<file path="src/rtl/risc_exec_ctrl.sv">
// risc_exec_ctrl: multi-cycle sequencing FSM for the RISC execute datapath.
// Accepts one instruction per valid/ready handshake, latches its opcode and
// walks IDLE -> READ -> EXEC -> WB, decoding per-cycle datapath controls
// from the current state and the latched opcode. A HALT opcode parks the
// controller in HALT until reset.
// Optional build macro: MULTICYCLE_ALU_EN adds the alu_done input and lets
// ALU-class instructions stay in EXEC until the ALU reports completion.
module risc_exec_ctrl #(
    parameter int unsigned CNT_W    = 16,
    parameter logic [7:0]  HALT_OPC = 8'hFF,
    parameter logic [7:0]  RET_OPC  = 8'h08
) (
    input  logic             clk,
    input  logic             reset,
    input  logic [31:0]      instrn,
    input  logic             instrn_valid,
`ifdef MULTICYCLE_ALU_EN
    input  logic             alu_done,
`endif
    output logic             instrn_ready,
    output logic             ld_instrn,
    output logic             reset_aluregs,
    output logic             rd_oprnd_a,
    output logic             rd_oprnd_b,
    output logic             usedata_imm_or_regb,
    output logic             usedata_imm_or_alu,
    output logic             latch_flags,
    output logic             alu_start,
    output logic             flag_we,
    output logic             wr_regfile,
    output logic             retire,
    output logic [CNT_W-1:0] retire_cnt,
    output logic             halted
);

    // S_EXEC_WAIT holds ALU-class instructions after their first EXEC cycle;
    // it is only reachable when the multi-cycle ALU option is built in.
    typedef enum logic [2:0] {
        S_IDLE      = 3'd0,
        S_READ      = 3'd1,
        S_EXEC      = 3'd2,
        S_WB        = 3'd3,
        S_HALT      = 3'd4,
        S_EXEC_WAIT = 3'd5
    } state_t;

    state_t             state_q, state_d;
    logic [7:0]         opc_q;
    logic [CNT_W-1:0]   retire_cnt_q;

    logic [1:0]         opc_class;
    logic               is_halt;
    logic               is_alu;
    logic               is_imm_alu;
    logic               is_ldi;
    logic               is_ret;
    logic               accept;
    logic               unused_instrn_hi;

    // Only the opcode byte is consumed here; operand fields go to the datapath.
    assign unused_instrn_hi = ^instrn[31:8];

    // Opcode class decode; the HALT opcode overrides whatever class it encodes.
    assign opc_class  = opc_q[7:6];
    assign is_halt    = (opc_q == HALT_OPC);
    assign is_alu     = !is_halt && ((opc_class == 2'b01) || (opc_class == 2'b10));
    assign is_imm_alu = !is_halt && (opc_class == 2'b10);
    assign is_ldi     = !is_halt && (opc_class == 2'b11);
    assign is_ret     = (opc_q == RET_OPC);

    // Handshake: the only control that responds to inputs in the same cycle.
    assign accept    = (state_q == S_IDLE) && !reset && instrn_valid;
    assign ld_instrn = accept;

    // Next-state sequencing.
    always_comb begin
        state_d = state_q;
        case (state_q)
            S_IDLE: if (accept) state_d = S_READ;
            S_READ: state_d = is_halt ? S_HALT : S_EXEC;
`ifdef MULTICYCLE_ALU_EN
            S_EXEC:      state_d = (!is_alu || alu_done) ? S_WB : S_EXEC_WAIT;
            S_EXEC_WAIT: state_d = alu_done ? S_WB : S_EXEC_WAIT;
`else
            S_EXEC: state_d = S_WB;
`endif
            S_WB:   state_d = S_IDLE;
            S_HALT: state_d = S_HALT;
            default: state_d = S_IDLE;
        endcase
    end

    // State, opcode latch and retired-instruction counter.
    always_ff @(posedge clk) begin
        if (reset) begin
            state_q      <= S_IDLE;
            opc_q        <= 8'h00;
            retire_cnt_q <= '0;
        end else begin
            state_q <= state_d;
            if (accept) opc_q <= instrn[7:0];
            if (state_q == S_WB) retire_cnt_q <= retire_cnt_q + CNT_W'(1);
        end
    end

    assign retire_cnt = retire_cnt_q;

    // Moore control decode; everything is quiet while reset is held.
    always_comb begin
        instrn_ready        = 1'b0;
        reset_aluregs       = reset || (state_q == S_HALT);
        rd_oprnd_a          = 1'b0;
        rd_oprnd_b          = 1'b0;
        usedata_imm_or_regb = 1'b0;
        usedata_imm_or_alu  = 1'b0;
        latch_flags         = 1'b0;
        alu_start           = 1'b0;
        flag_we             = 1'b0;
        wr_regfile          = 1'b0;
        retire              = 1'b0;
        halted              = 1'b0;
        if (!reset) begin
            case (state_q)
                S_IDLE: instrn_ready = 1'b1;
                S_READ: begin
                    rd_oprnd_a          = is_alu;
                    rd_oprnd_b          = is_alu;
                    usedata_imm_or_regb = is_imm_alu;
                end
                S_EXEC: begin
                    alu_start   = is_alu;
                    latch_flags = is_ret;
                end
                S_WB: begin
                    wr_regfile         = is_alu || is_ldi;
                    usedata_imm_or_alu = is_ldi;
                    flag_we            = is_alu;
                    retire             = 1'b1;
                end
                S_HALT: halted = 1'b1;
                default: ;
            endcase
        end
    end

endmodule

</file>
<file path="config.mk">
export PLATFORM = sky130hd
export DESIGN_NAME = risc_exec_ctrl
export DESIGN_NICKNAME = d
export VERILOG_FILES = /design/src/rtl/risc_exec_ctrl.sv
export SDC_FILE = /design/constraint.sdc
export NUM_CORES = 1
export LEC_CHECK = 0
export ABC_CLOCK_PERIOD_IN_PS = 2350
export BUFFER_PORTS_ARGS = -buffer_cell sky130_fd_sc_hd__buf_2
export CORE_MARGIN = 2
export CORE_UTILIZATION = 45
export CTS_CLUSTER_DIAMETER = 80
export CTS_CLUSTER_SIZE = 20
export DETAILED_ROUTE_END_ITERATION = 8
export PLACE_DENSITY = 0.78
export SYNTH_ARGS = -nofsm -noshare
export SYNTH_HDL_FRONTEND = slang
export SYNTH_SLANG_ARGS = --single-unit
</file>
<file path="constraint.sdc">
create_clock -name clk -period 2.35 [get_ports clk]
set_clock_uncertainty 0.15 [all_clocks]
set_input_delay 0.1175 -clock clk [delete_from_list [all_inputs] [get_ports clk]]
set_output_delay 0.1175 -clock clk [all_outputs]
set_load 0.1 [all_outputs]
</file>
==> out/summary.txt <==
Main synth FF type - sky130_fd_sc_hd__dfxtp_1
endpoint required time on the critical path - 2.08 ns
count of vias placed by the detailed router - 1339
Hold Buf Count CTS - 13
Post-Synthesis Cells - 159
Async SR Flop Fraction - 0%
largest buffer count on any clock path - 2
most numerous cell in the Yosys netlist - sky130_fd_sc_hd__dfxtp_1
area used by multi-input combinational logic - 764.5 um2
share of the synthesized area in the top cell type - 40.30%
final instance area - 0.001742 mm2
diodes inserted - 0
Max-Cap Viols - 0
clock root buffer - sky130_fd_sc_hd__clkbuf_4
depth of the CTS H-tree - 1
1st-iter DRT viols - 66
buffer count from post-CTS setup fixing - 0
IR Drop Worst-Case VDD - 0.4455 mV
synthesized netlist net count - 198
sequential cell area - 548.0 um2
worst slew margin relative to its limit - 56.13%
Avg WL per Cell - 13.36 um
Yosys warnings - 0
Die Y - 58.60 um
clock period minus final worst setup slack - 2.212 ns
path class of the lowest-slack min-delay path - in -> reg
slew of the pin with the lowest slew margin - 0.6580 ns
final period utilization - 94.12%
Layout Area Growth over Synthesis - 29.85%
total routing usage reported by global routing - 19.05%
number of global-route vias before repair - 1237
Total Wirelength - 3219 um
final worst-path setup slack - 0.1383 ns
run status - complete, but fails checks
final weighted congestion in routability-driven placement - 0.7971
proportion of layout cells with a drive suffix above 1 - 29.52%
number of antenna violations at the first check in global routing - 0
final-report setup violation count - 0
row count - 19
post-synth cell types - 39
number of synthesized flops with an enable pin - 0
count of placed standard cells in the final layout, fillers left out - 241
Overall Power - 820.8 uW
Initial Util - 47.81%
power per cell area - 471.3 mW/mm2
global-route wire length before repair - 5202 um
final-report max-slew violation count - 0
vias per cell - 5.556
maximum number of pins on one net before global-route repair - 33
estimated wirelength of the detail-placed design - 2211 um
most used standard cells in the synthesized netlist - sky130_fd_sc_hd__dfxtp_1, sky130_fd_sc_hd__a21oi_1, sky130_fd_sc_hd__nand2_1, sky130_fd_sc_hd__nor2_1, sky130_fd_sc_hd__nand3_1
length of the first detailed-routing pass in iterations - 7
Skew-Pair Late Insertion Delay - 0.33 ns
post-placement cell area - 0.001584 mm2
number of CTS-inserted buffers - 3
number of antenna-violating nets in the routed design - 0
clock slew seen by the registers of the worst setup and hold paths - 0.15 ns
DIE AREA - 0.003433 mm2
sequential area share after synthesis - 40.30%
library cell with the largest summed area after synthesis - sky130_fd_sc_hd__dfxtp_1
CTS resizes - 0
capturing element type of the critical path - primary output
count of placed standard cells including taps - 224
failing checks - design-rule violations
I/O Buffers - 39
Max Fanout on Critical Path - 4
Overflow after GRT - 0
net count reported at finish - 250
critical path arrival - 1.94 ns
fmax - 0.4521 GHz
leading cell types by total area after synthesis - sky130_fd_sc_hd__dfxtp_1, sky130_fd_sc_hd__xnor2_1, sky130_fd_sc_hd__a21oi_1
DRC violations left - 4
clock tree from TritonCTS - yes
Leak - 0.7454 nW
sinks on the clock net - 27
setup repair after global routing missed its margin - false
width of the chip - 58.60 um
kind of start point of the critical path - flip-flop
combined area of all synthesized cells - 0.001341 mm2
number of top-level pins - 64
post-placement worst setup slack - 0.3643 ns
post-synthesis register bit count - 27
Final Hold Viols - 0
Finished Core Util - 62.09%
# fillers - 251
syn_area_per_cell - 8.436 um2
Std-Cell Core Area - 0.002805 mm2
path type of the worst setup path - reg -> out
cell families (layout without fill, tap and decap cells):
kind of cell               count (synthesis)  count (layout)  synth area share (%)
adders and majority gates                  4               4                 3.731
xor gates and xnor gates                  10              10                 6.530
buffers and inverters                     13              64                 4.757
and+or+nand+nor                           81              81                 34.70
DFF                                       27              27                 40.30
AOI/OAI and AO/OA                         24              24                 9.982
critical path, stage by stage (launching register included):
cell	delay, ns
sky130_fd_sc_hd__dfxtp_1	0.36
sky130_fd_sc_hd__ha_1	0.22
sky130_fd_sc_hd__and4_1	0.20
sky130_fd_sc_hd__nand4_1	0.17
sky130_fd_sc_hd__a21oi_1	0.11
sky130_fd_sc_hd__nor3_2	0.11
sky130_fd_sc_hd__buf_2	0.44
area by class of cell:
type                    instances  share of cell area [%]
clock buffers                   3                   1.293
clock inverters                 1                  0.2874
inverters                       6                   1.293
multi-input cells             119                   43.89
flip-flops and latches         27                   31.47
well taps                      31                   2.227
repair buffers                 54                   19.54
report_power, final:
group	switching [mW]	internal [mW]	total (mW)
sequential	0.0168	0.468	0.485
combinational	0.0869	0.0456	0.133
clock	0.140	0.0639	0.203
worst paths after layout:
check	slack, ns	cells past startpoint	endpoint	startpoint
setup / recovery	0.14	6	wr_regfile	opc_q[7]$_SDFFE_PP0P_
hold / removal	0.14	2	retire_cnt[12]$_SDFFE_PP0N_	reset
setup reg to reg	0.31	5	opc_q[3]$_SDFFE_PP0P_	state_q[1]$_SDFFE_PP0P_
hold reg to reg	0.34	2	retire_cnt[15]$_SDFFE_PP0N_	retire_cnt[15]$_SDFFE_PP0N_
routing by layer:
metal,vias to the layer above,routed length (um),GRT usage (%),share of wire [%]
met5,-,0,0,0
met4,0,35,4.545,1.1
met3,7,169,3.956,5.3
met2,44,1628,35.63,51
met1,628,1385,22.05,43
li1,660,-,-,-
per-stage QoR:
| stage | TNS (ns) | hold WS, ns |
|---|---|---|
| 2_1_floorplan | -0.8364 | 0.1150 |
| 3_3_place_gp | 0 | 0.2209 |
| 3_5_place_dp | 0 | 0.2258 |
| 4_1_cts | 0 | 0.1399 |
| 5_1_grt | 0 | 0.1483 |
| 6_report | 0 | 0.1448 |
cell usage in the layout (no fill, tap or decap), types with 2 or more instances in the layout:
master,instances
sky130_fd_sc_hd__buf_2,39
sky130_fd_sc_hd__dfxtp_1,21
sky130_fd_sc_hd__a21oi_1,15
sky130_fd_sc_hd__nand2_1,15
sky130_fd_sc_hd__nor2_1,13
sky130_fd_sc_hd__dlygate4sd3_1,13
sky130_fd_sc_hd__nand3_1,12
sky130_fd_sc_hd__xnor2_1,9
sky130_fd_sc_hd__inv_1,6
sky130_fd_sc_hd__nor3_1,6
sky130_fd_sc_hd__dfxtp_2,6
sky130_fd_sc_hd__nand4_1,4
sky130_fd_sc_hd__nor4_1,4
sky130_fd_sc_hd__o21ai_0,4
sky130_fd_sc_hd__or3_1,4
sky130_fd_sc_hd__ha_1,4
sky130_fd_sc_hd__and3_1,3
sky130_fd_sc_hd__clkbuf_4,3
sky130_fd_sc_hd__nor3_2,2
sky130_fd_sc_hd__and4_1,2
sky130_fd_sc_hd__buf_4,2
registers in the layout (all words and copies together) (netlist names):
name and count:
retire_cnt 16, opc_q 8, state_q 3
Power figures use the tool's default switching activity.
